<file path="src/rtl/al_accel_pkg.sv">
`default_nettype none
// ---------------------------------------------------------------
// al_accel_pkg : shared types and constants for the ireg sequencer
// Rev 1.0
// ---------------------------------------------------------------
package al_accel_pkg;

  localparam int DW_DEF = 8;
  localparam int CW_DEF = 8;
  localparam int WIN_K  = 3;

  typedef enum logic [1:0] {
    ST_IDLE  = 2'd0,
    ST_LOAD  = 2'd1,
    ST_FLUSH = 2'd2,
    ST_DONE  = 2'd3
  } state_e;

endpackage
`default_nettype wire

</file>
<file path="src/rtl/al_accel_ireg_ctrl_if.sv">
`default_nettype none
// ---------------------------------------------------------------
// al_accel_ireg_ctrl_if : column valid/ready handshake from the feeder
// Rev 1.0
// ---------------------------------------------------------------
interface al_accel_ireg_ctrl_if #(
  parameter int DW = 8
);
  logic          in_valid;
  logic          in_ready;
  logic [DW-1:0] in_d0;
  logic [DW-1:0] in_d1;
  logic [DW-1:0] in_d2;

  modport master (output in_valid, output in_d0, output in_d1, output in_d2, input in_ready);
  modport slave  (input in_valid, input in_d0, input in_d1, input in_d2, output in_ready);
endinterface
`default_nettype wire

</file>
<file path="src/rtl/al_accel_ireg_cnt.sv">
`default_nettype none
// ---------------------------------------------------------------
// al_accel_ireg_cnt : column/strip position of the next column to accept
// Rev 1.0
// ---------------------------------------------------------------
module al_accel_ireg_cnt
  import al_accel_pkg::*;
#(
  parameter int CW = CW_DEF
) (
  input  logic          clk,
  input  logic          resetn,
  input  logic          inc,
  input  logic          clr,
  input  logic [CW-1:0] cfg_width,
  input  logic [CW-1:0] cfg_strips,
  output logic [CW-1:0] col_idx,
  output logic [CW-1:0] strip_idx,
  output logic          last_col,
  output logic          last_all
);

  logic [CW-1:0] col_q, col_d;
  logic [CW-1:0] strip_q, strip_d;

  assign col_idx   = col_q;
  assign strip_idx = strip_q;
  assign last_col  = (col_q == cfg_width - CW'(1));
  assign last_all  = last_col && (strip_q == cfg_strips - CW'(1));

  always_comb begin
    col_d   = col_q;
    strip_d = strip_q;
    if (clr) begin
      col_d   = '0;
      strip_d = '0;
    end else if (inc) begin
      if (last_col) begin
        col_d   = '0;
        strip_d = strip_q + CW'(1);
      end else begin
        col_d = col_q + CW'(1);
      end
    end
  end

  always_ff @(posedge clk or negedge resetn) begin
    if (!resetn) begin
      col_q   <= '0;
      strip_q <= '0;
    end else begin
      col_q   <= col_d;
      strip_q <= strip_d;
    end
  end

endmodule
`default_nettype wire

</file>
<file path="src/rtl/al_accel_ireg_ctrl.sv">
`default_nettype none
// ---------------------------------------------------------------
// al_accel_ireg_ctrl : feeds 3-pixel columns into the ireg, flags full 3x3 windows
// Rev 1.0
// ---------------------------------------------------------------
module al_accel_ireg_ctrl
  import al_accel_pkg::*;
#(
  parameter int DW = DW_DEF,
  parameter int CW = CW_DEF
) (
  input  logic                 clk,
  input  logic                 resetn,
  input  logic                 start,
  input  logic [CW-1:0]        cfg_width,
  input  logic [CW-1:0]        cfg_strips,
  al_accel_ireg_ctrl_if.slave  up,
  input  logic                 pe_stall,
  output logic [DW-1:0]        ireg_di_0,
  output logic [DW-1:0]        ireg_di_1,
  output logic [DW-1:0]        ireg_di_2,
  output logic                 ireg_enb,
  output logic                 win_valid,
  output logic [CW-1:0]        col_idx,
  output logic [CW-1:0]        strip_idx,
  output logic                 busy,
  output logic                 done
);

  localparam logic [CW-1:0] MIN_W   = CW'(WIN_K);
  localparam logic [CW-1:0] WIN_COL = CW'(WIN_K - 1);

  state_e        state_q, state_d;
  logic [CW-1:0] width_q, width_d;
  logic [CW-1:0] strips_q, strips_d;
  logic [DW-1:0] di0_q, di0_d, di1_q, di1_d, di2_q, di2_d;
  logic          enb_q, enb_d;
  logic          win_q, win_d;
  logic [CW-1:0] col_idx_q, col_idx_d;
  logic [CW-1:0] strip_idx_q, strip_idx_d;

  logic          cnt_inc, cnt_clr;
  logic [CW-1:0] cnt_col, cnt_strip;
  logic          cnt_last_col, cnt_last_all;
  logic          xfer;

  al_accel_ireg_cnt #(.CW(CW)) u_cnt (
    .clk        (clk),
    .resetn     (resetn),
    .inc        (cnt_inc),
    .clr        (cnt_clr),
    .cfg_width  (width_q),
    .cfg_strips (strips_q),
    .col_idx    (cnt_col),
    .strip_idx  (cnt_strip),
    .last_col   (cnt_last_col),
    .last_all   (cnt_last_all)
  );

  assign up.in_ready = (state_q == ST_LOAD) && !pe_stall;
  assign xfer        = up.in_valid && up.in_ready;

  always_comb begin
    state_d     = state_q;
    width_d     = width_q;
    strips_d    = strips_q;
    di0_d       = di0_q;
    di1_d       = di1_q;
    di2_d       = di2_q;
    enb_d       = 1'b0;
    // The window flag trails the enable by one cycle, so it follows the column just loaded.
    win_d       = enb_q && (col_idx_q >= WIN_COL);
    col_idx_d   = col_idx_q;
    strip_idx_d = strip_idx_q;
    cnt_inc     = 1'b0;
    cnt_clr     = 1'b0;
    case (state_q)
      ST_IDLE: begin
        if (start) begin
          width_d  = cfg_width;
          strips_d = cfg_strips;
          cnt_clr  = 1'b1;
          if ((cfg_width < MIN_W) || (cfg_strips == '0)) state_d = ST_DONE;
          else                                          state_d = ST_LOAD;
        end
      end
      ST_LOAD: begin
        if (xfer) begin
          cnt_inc     = 1'b1;
          enb_d       = 1'b1;
          di0_d       = up.in_d0;
          di1_d       = up.in_d1;
          di2_d       = up.in_d2;
          col_idx_d   = cnt_col;
          strip_idx_d = cnt_strip;
          if (cnt_last_col && cnt_last_all) state_d = ST_FLUSH;
        end
      end
      ST_FLUSH: state_d = ST_DONE;
      ST_DONE:  state_d = ST_IDLE;
      default:  state_d = ST_IDLE;
    endcase
  end

  always_ff @(posedge clk or negedge resetn) begin
    if (!resetn) begin
      state_q     <= ST_IDLE;
      width_q     <= '0;
      strips_q    <= '0;
      di0_q       <= '0;
      di1_q       <= '0;
      di2_q       <= '0;
      enb_q       <= 1'b0;
      win_q       <= 1'b0;
      col_idx_q   <= '0;
      strip_idx_q <= '0;
    end else begin
      state_q     <= state_d;
      width_q     <= width_d;
      strips_q    <= strips_d;
      di0_q       <= di0_d;
      di1_q       <= di1_d;
      di2_q       <= di2_d;
      enb_q       <= enb_d;
      win_q       <= win_d;
      col_idx_q   <= col_idx_d;
      strip_idx_q <= strip_idx_d;
    end
  end

  assign ireg_di_0 = di0_q;
  assign ireg_di_1 = di1_q;
  assign ireg_di_2 = di2_q;
  assign ireg_enb  = enb_q;
  assign win_valid = win_q;
  assign col_idx   = col_idx_q;
  assign strip_idx = strip_idx_q;
  assign busy      = (state_q != ST_IDLE);
  assign done      = (state_q == ST_DONE);

endmodule
`default_nettype wire

</file>
<file path="src/flat_wrapper.sv">
// flat-port wrapper written by rule: the top's interface ports become plain ports
module al_accel_ireg_ctrl_flat import al_accel_pkg::*;
#(
  parameter int DW = DW_DEF,
  parameter int CW = CW_DEF
)
  (clk, resetn, start, cfg_width, cfg_strips, pe_stall, ireg_di_0, ireg_di_1, ireg_di_2, ireg_enb, win_valid, col_idx, strip_idx, busy, done, up_in_valid, up_in_d0, up_in_d1, up_in_d2, up_in_ready);
  al_accel_ireg_ctrl_if #(.DW(DW)) up_i ();
  input  logic clk;
  input  logic resetn;
  input  logic start;
  input  logic [CW-1:0] cfg_width;
  input  logic [CW-1:0] cfg_strips;
  input  logic pe_stall;
  output logic [DW-1:0] ireg_di_0;
  output logic [DW-1:0] ireg_di_1;
  output logic [DW-1:0] ireg_di_2;
  output logic ireg_enb;
  output logic win_valid;
  output logic [CW-1:0] col_idx;
  output logic [CW-1:0] strip_idx;
  output logic busy;
  output logic done;
  input wire logic [$bits(up_i.in_valid)-1:0] up_in_valid;
  input wire logic [$bits(up_i.in_d0)-1:0] up_in_d0;
  input wire logic [$bits(up_i.in_d1)-1:0] up_in_d1;
  input wire logic [$bits(up_i.in_d2)-1:0] up_in_d2;
  output wire logic [$bits(up_i.in_ready)-1:0] up_in_ready;
  assign up_i.in_valid = up_in_valid;
  assign up_i.in_d0 = up_in_d0;
  assign up_i.in_d1 = up_in_d1;
  assign up_i.in_d2 = up_in_d2;
  assign up_in_ready = up_i.in_ready;
  al_accel_ireg_ctrl #(.DW(DW), .CW(CW)) u_core (.clk(clk), .resetn(resetn), .start(start), .cfg_width(cfg_width), .cfg_strips(cfg_strips), .up(up_i), .pe_stall(pe_stall), .ireg_di_0(ireg_di_0), .ireg_di_1(ireg_di_1), .ireg_di_2(ireg_di_2), .ireg_enb(ireg_enb), .win_valid(win_valid), .col_idx(col_idx), .strip_idx(strip_idx), .busy(busy), .done(done));
endmodule
</file>
<file path="config.mk">
export PLATFORM = sky130hd
export DESIGN_NAME = al_accel_ireg_ctrl_flat
export DESIGN_NICKNAME = d
export VERILOG_FILES = /design/src/rtl/al_accel_pkg.sv /design/src/rtl/al_accel_ireg_ctrl_if.sv /design/src/rtl/al_accel_ireg_cnt.sv /design/src/rtl/al_accel_ireg_ctrl.sv /design/src/flat_wrapper.sv
export SDC_FILE = /design/constraint.sdc
export NUM_CORES = 1
export LEC_CHECK = 0
export ABC_CLOCK_PERIOD_IN_PS = 2100
export CORE_MARGIN = 2
export CORE_UTILIZATION = 25
export CTS_CLUSTER_DIAMETER = 50
export DETAILED_ROUTE_END_ITERATION = 10
export DONT_BUFFER_PORTS = 1
export HOLD_SLACK_MARGIN = 0.05
export PLACE_DENSITY = 0.46
export SLEW_MARGIN = 20
export SYNTH_ARGS = -nofsm -noshare
export SYNTH_HDL_FRONTEND = slang
export SYNTH_SLANG_ARGS = --single-unit
</file>
<file path="constraint.sdc">
create_clock -name clk -period 2.1 [get_ports clk]
set_input_delay 0.105 -clock clk [delete_from_list [all_inputs] [get_ports clk]]
set_output_delay 0.105 -clock clk [all_outputs]
set_load 0.05 [all_outputs]
</file>
== Word level (Yosys, flattened, before mapping) ==
Cells that the tools add are included.

* Bits in registers: 76
* Input port bits: 45

* Magnitude comparators: 2
* Add/sub/neg operators: 4
* Mux-type cells: 15
* Reduce and logical (&&, ||, !) cells: 16
* Equality and inequality tests: 8

{| class="wikitable"
|+ Operators by type and width
! kind !! number
|-
| $mux W8 || 6
|-
| $add A8 B1 Y8 const B || 2
|-
| $eq A8 B8 Y1 || 2
|-
| $sub A8 B1 Y8 const B || 2
|-
| $ge A8 B2 Y1 const B || 1
|-
| $logic_not A8 Y1 || 1
|-
| $lt A8 B2 Y1 const B || 1
|-
| $mux W2 || 4
|-
| $pmux W2 S4 || 1
|-
| $reduce_and A2 Y1 || 3
|-
| $reduce_bool A2 Y1 || 3
|-
| $logic_and A1 B1 Y1 || 5
|-
| $eq A2 B2 Y1 const B || 2
|-
| $mux W1 || 4
|-
| $ne A2 B2 Y1 const B || 2
|-
| $reduce_and A3 Y1 || 1
|-
| $eq A2 B1 Y1 const B || 1
|-
| $logic_not A2 Y1 || 1
|-
| $ne A2 B1 Y1 const B || 1
|-
| $logic_not A1 Y1 || 1
|-
| $logic_or A1 B1 Y1 || 1
|}

== Longest topological paths before layout ==
* Depth in word-level cells: 7
* Mapped depth: 9

== Modules after synthesis ==
From an unflattened synthesis, not the netlist that was laid out.

* Cell total of the unflattened synthesis: 394
* Area, all modules: 3744.8 um^2

{| class="wikitable"
|+ By module, submodules not included
! module !! area an instance (um^2) !! cells each !! seq. area each (um^2) !! instances
|-
| al_accel_ireg_ctrl || 2441.1 || 235 || 1501.4 || 1
|-
| al_accel_ireg_cnt || 1303.8 || 159 || 400.4 || 1
|}

== Worst setup path before layout ==
Ideal clock, no wire load.

* Kind: register to register
* Start point: register u_core.state_q[1]
* End point: register u_core.state_q[1]
* Cell stages (with the launch flop): 10
* Path buffers: 1
* Arrival: 2.902 ns
* Required time: 1.974 ns
* Slack: -0.928 ns
* Clock period less this slack: 3.028 ns
* Cells stage by stage: dfrtp_1 > inv_1 > ha_1 > nor2b_1 > nand2_1 > or3_1 > buf_1 > nand2b_1 > o41a_1 > mux2i_1

* Cells in the longest elaborated chain, start to end: 5
* Elaborated cells between the ends (all ways): 11
* Those cells by class: eq/ne (6); mux (1); reduce/logical (4)

{| class="wikitable"
|+ Ends and longest elaborated chain
! what !! line !! source
|-
| start, declared || al_accel_ireg_ctrl.sv:33 || <nowiki>state_e state_q, state_d;</nowiki>
|-
| start signal, assigned || al_accel_ireg_ctrl.sv:118 || <nowiki>state_q <= state_d;</nowiki>
|-
| $eq A2 B1 Y1 || al_accel_ireg_ctrl.sv:60 || <nowiki>assign up.in_ready = (state_q == ST_LOAD) && !pe_stall;</nowiki>
|-
| $logic_and A1 B1 Y1 || al_accel_ireg_ctrl.sv:60 ||
|-
| net up_in_ready || flat_wrapper.sv:28 || <nowiki>output wire logic [$bits(up_i.in_ready)-1:0] up_in_ready;</nowiki>
|-
| $logic_and A1 B1 Y1 || al_accel_ireg_ctrl.sv:61 || <nowiki>assign xfer = up.in_valid && up.in_ready;</nowiki>
|-
| $ne A2 B1 Y1 (no source line) || - ||
|-
| $reduce_and A3 Y1 (no source line) || - ||
|}

The timed path passes the listed nets, and every way through them passes these cells.
A chain may end at the register's enable or synchronous reset.

== Final worst setup path ==
* Start point: register u_core.width_q[1]
* End point: register u_core.u_cnt.strip_q[2], in the netlist u_core.u_cnt.strip_idx[2]

* Cells in the longest elaborated chain, start to end: 4

{| class="wikitable"
|+ Ends and longest elaborated chain
! what !! line !! source
|-
| start, declared || al_accel_ireg_ctrl.sv:34 || <nowiki>logic [CW-1:0] width_q, width_d;</nowiki>
|-
| start signal, assigned || al_accel_ireg_ctrl.sv:119 || <nowiki>width_q <= width_d;</nowiki>
|-
| $sub A8 B1 Y8 || al_accel_ireg_cnt.sv:28 || <nowiki>assign last_col = (col_q == cfg_width - CW'(1));</nowiki>
|-
| $eq A8 B8 Y1 || al_accel_ireg_cnt.sv:28 ||
|-
| $reduce_bool A2 Y1 (no source line) || - ||
|-
| $reduce_and A2 Y1 (no source line) || - ||
|-
| end signal, assigned || al_accel_ireg_cnt.sv:53 || <nowiki>strip_q <= strip_d;</nowiki>
|-
| end, declared || al_accel_ireg_cnt.sv:24 || <nowiki>logic [CW-1:0] strip_q, strip_d;</nowiki>
|}

Every way passes these cells.

==> results by group <==
Status
  • Status: finished with violations
  • Failing checks: setup timing

GRT
  • GRT Total Usage: 0.127
  • Total grt overflow: 0
  • Initial antenna violation count: 0
  • Number of global-route vias before repair: 3338
  • Largest net degree at the start of global routing: 77
  • First-pass GRT wire length: 16200 um

Floorplan
  • Die ar.: 15700 um2
  • Starting density of the core: 0.254
  • Core box area: 14400 um2
  • Chip Height: 125 um
  • Die Span X: 125 um
  • Boundary Pins: 90
  • Row count: 44

Clocking
  • Clock-pin slew on the worst setup and hold paths: 60 ps
  • Clk sinks: 76
  • Worst-skew pair later-pin latency: 330 ps
  • Root Driver: clkbuf_16
  • Number of CTS-inserted buffers: 9
  • H-tree level count: 3
  • CTS max path bufs: 2
  • TritonCTS clock tree: done

Drt
  • Final WL: 10000 um
  • Iter 0 DRT Violations: 135
  • Routed vias: 3165
  • Vias per std cell: 4.69
  • Final ANT Viol Nets: 0
  • DR WL/cell: 14.9 um
  • DRC Markers: 0
  • Detailed Routing Iterations Pass 1: 4

Setup path
  • Reg2reg end: u_core.u_cnt.strip_idx[2]
  • R2R depth: 7
  • Worst setup path startpoint: u_core.width_q[1]
  • Reg2Reg Setup Slack: -230 ps
  • Critical Path AT: 2590 ps
  • Max FO, Critical Path: 5
  • Reg2reg start: u_core.width_q[1]
  • WS Path Type: register to register
  • Crit path capture type: register
  • Sequence of cells on the critical path: or4_4, nand4b_1, nand3b_1, buf_6, o211ai_4, or4_1, a21oi_1
  • Slowest cell on crit path: or4_4
  • Crit path to: u_core.u_cnt.strip_idx[2]
  • Worst path max stage delay: 590 ps
  • CP Data Required Time: 2360 ps
  • Critical Path Start Type: register

Layout
  • Cell Count, Final, Fillers Out: 675
  • Post-layout nets: 540
  • Design Area, Final: 5010 um2
  • Share of layout cells above drive strength 1: 0.157
  • Antenna Diode Count: 0
  • Area Overhead vs Synth: 36.4%
  • Post-layout util: 0.347

Power
  • Static Leakage: 2.35 nW
  • Sw power: 0.00312 W
  • Internal power: 0.00385 W
  • Power per standard cell area: 1390 nW/um2
  • Logic pwr share: 0.331
  • Clock share of power: 0.227
  • Worst VDD drop: 0.000413 V
  • Reg power frac: 0.442
  • Switching share of total power: 0.447

Placed design
  • Area post-placement: 4100 um2
  • Post-Place Setup Slack: -217 ps
  • DP Wirelength: 6780 um
  • Cell Count Post-Placement: 613
  • RePlAce Congestion: 0.786
  • Port Buf Inserts: 0

STA
  • Worst-Margin Slew: 695 ps
  • Final setup viols: 18
  • Clk_skew: 9.48 ps
  • Final hold slack: 194 ps
  • Final Hold Fails: 0
  • Final period util: 1.11
  • Fmax: 0.429 GHz
  • Post-route worst setup slack: -232 ps
  • Min cycle time layout: 2330 ps
  • RSZ-0062 raised after global routing: yes
  • Relative slew slack: 0.525
  • Slew Limit Fails: 0

Synthesis
  • Asr flop ratio synth: 1.00
  • Top cells by count, synth: 169 x nand2_1, 76 x dfrtp_1, 16 x xnor2_1
  • Mapped Cells: 418
  • Post-synthesis sequential area ratio: 0.518
  • Share of the synthesized area in the top cell type: 0.518
  • Cell taking the most area after synthesis: dfrtp_1
  • Post-Syn Nets: 472
  • #FFs+latches synth: 76
  • Largest cells by area after synthesis: dfrtp_1 52%, nand2_1 17%, xnor2_1 3.8%
  • Main synth FF type: dfrtp_1
  • Most numerous cell in the Yosys netlist: nand2_1
  • Distinct cells, synth: 45
  • Mapped cell area: 3670 um2
  • Post-Syn Area per Cell: 8.78 um2
  • YS warnings: 0
  • Post-synth EDFFs: 0

Job
  • Total of max-cap violations: 0

Worst hold path
  • HP Class: input port to register
==> flip-flops by register name (all words and copies together), names as in the netlist <==
register                cells
u_core.strips_q             8
u_core.u_cnt.strip_idx      8
u_core.ireg_di_1            8
u_core.strip_idx            8
u_core.ireg_di_0            8
u_core.ireg_di_2            8
u_core.width_q              8
u_core.state_q              2
u_core.ireg_enb             1
u_core.col_idx              8
u_core.u_cnt.col_idx        8
u_core.win_valid            1
==> cell families (layout without fill, tap and decap cells) <==
group	after synthesis	after routing	synth area share
buf+inv	31	103	0.0344
flops	76	76	0.518
mux	2	2	0.00546
simple gates	236	236	0.280
compound gates	39	40	0.0716
xor+xnor	25	25	0.0597
fa+ha+maj	9	9	0.0307
==> area by class of cell <==
| type | count | area [um2] |
|---|---|---|
| clock buffer | 10 | 239 |
| timing repair buffer | 75 | 713 |
| multi-input combinational | 312 | 1810 |
| inverter | 12 | 45.0 |
| clock inverter | 6 | 71.3 |
| sequential | 76 | 1900 |
| fill | 1502 | 9420 |
| tap | 184 | 230 |
==> worst max-delay path: cells and delay by family (launching register included) <==
kind / cells / cell delay (ps)
simple gates: 4 / 1490
flops: 1 / 390
compound gates: 2 / 250
buf+inv: 1 / 140
==> per-stage QoR <==
| stage | setup TNS (ps) | power [W] |
|---|---|---|
| 2_1_floorplan | -833 | 0.00440 |
| 3_3_place_gp | -1940 | 0.00501 |
| 3_5_place_dp | -3390 | 0.00506 |
| 4_1_cts | -2470 | 0.00681 |
| 5_1_grt | -3700 | 0.00740 |
| 6_report | -2210 | 0.00696 |
==> layout by cell type (no fill, tap or decap), types with 5 or more instances in the layout <==
cell type	n
a21oi_1	8
nand2_1	168
nor3_1	5
nand3_1	7
buf_4	29
dlygate4sd3_1	41
inv_1	9
o21ai_0	6
xnor2_1	15
ha_1	7
nor4_1	5
nor2_1	15
xor2_1	9
dfrtp_1	76
clkbuf_16	9
==> timing repair <==
item | CTS | global route
pin swaps | 1 | 7
cloned | 0 | 1
endpoints found under the hold margin | 116 | 0
gates resized for setup | 4 | 20
buffers inserted | 0 | 3
hold buffers | 42 | 0
setup endpoints to repair | 18 | 18
==> power by group through the flow <==
| stage | clock network, W | logic, W | registers (W) |
|---|---|---|---|
| 2_1_floorplan | 0 | 0.00137 | 0.00303 |
| 6_report | 0.00158 | 0.00230 | 0.00308 |
| 3_3_place_gp | 0 | 0.00191 | 0.00310 |
| 5_1_grt | 0.00170 | 0.00256 | 0.00313 |
| 3_5_place_dp | 0 | 0.00195 | 0.00311 |
| 4_1_cts | 0.00163 | 0.00210 | 0.00308 |
==> layer usage <==
layer  track usage  part of all wire  up-vias
met5             0                 0        -
met3        0.0291             0.034       18
li1              -                 -     1519
met1         0.142              0.42     1569
met2         0.234              0.52       59
met4        0.0523             0.023        0
==> worst min path at each step <==
| stage | startpoint | endpoint | slack [ps] | cells past startpoint |
|---|---|---|---|---|
| 2_1_floorplan | resetn | u_core.col_idx[0] | -190 | 0 |
| 3_3_place_gp | resetn | u_core.ireg_di_2[3] | -190 | 0 |
| 3_5_place_dp | resetn | u_core.ireg_di_2[6] | -190 | 0 |
| 4_1_cts | start | u_core.width_q[7] | 190 | 3 |
| 5_1_grt | cfg_strips[2] | u_core.state_q[1] | 240 | 5 |
| 6_report | start | u_core.width_q[7] | 190 | 3 |
Note: power is estimated with default switching activity, not from simulation.
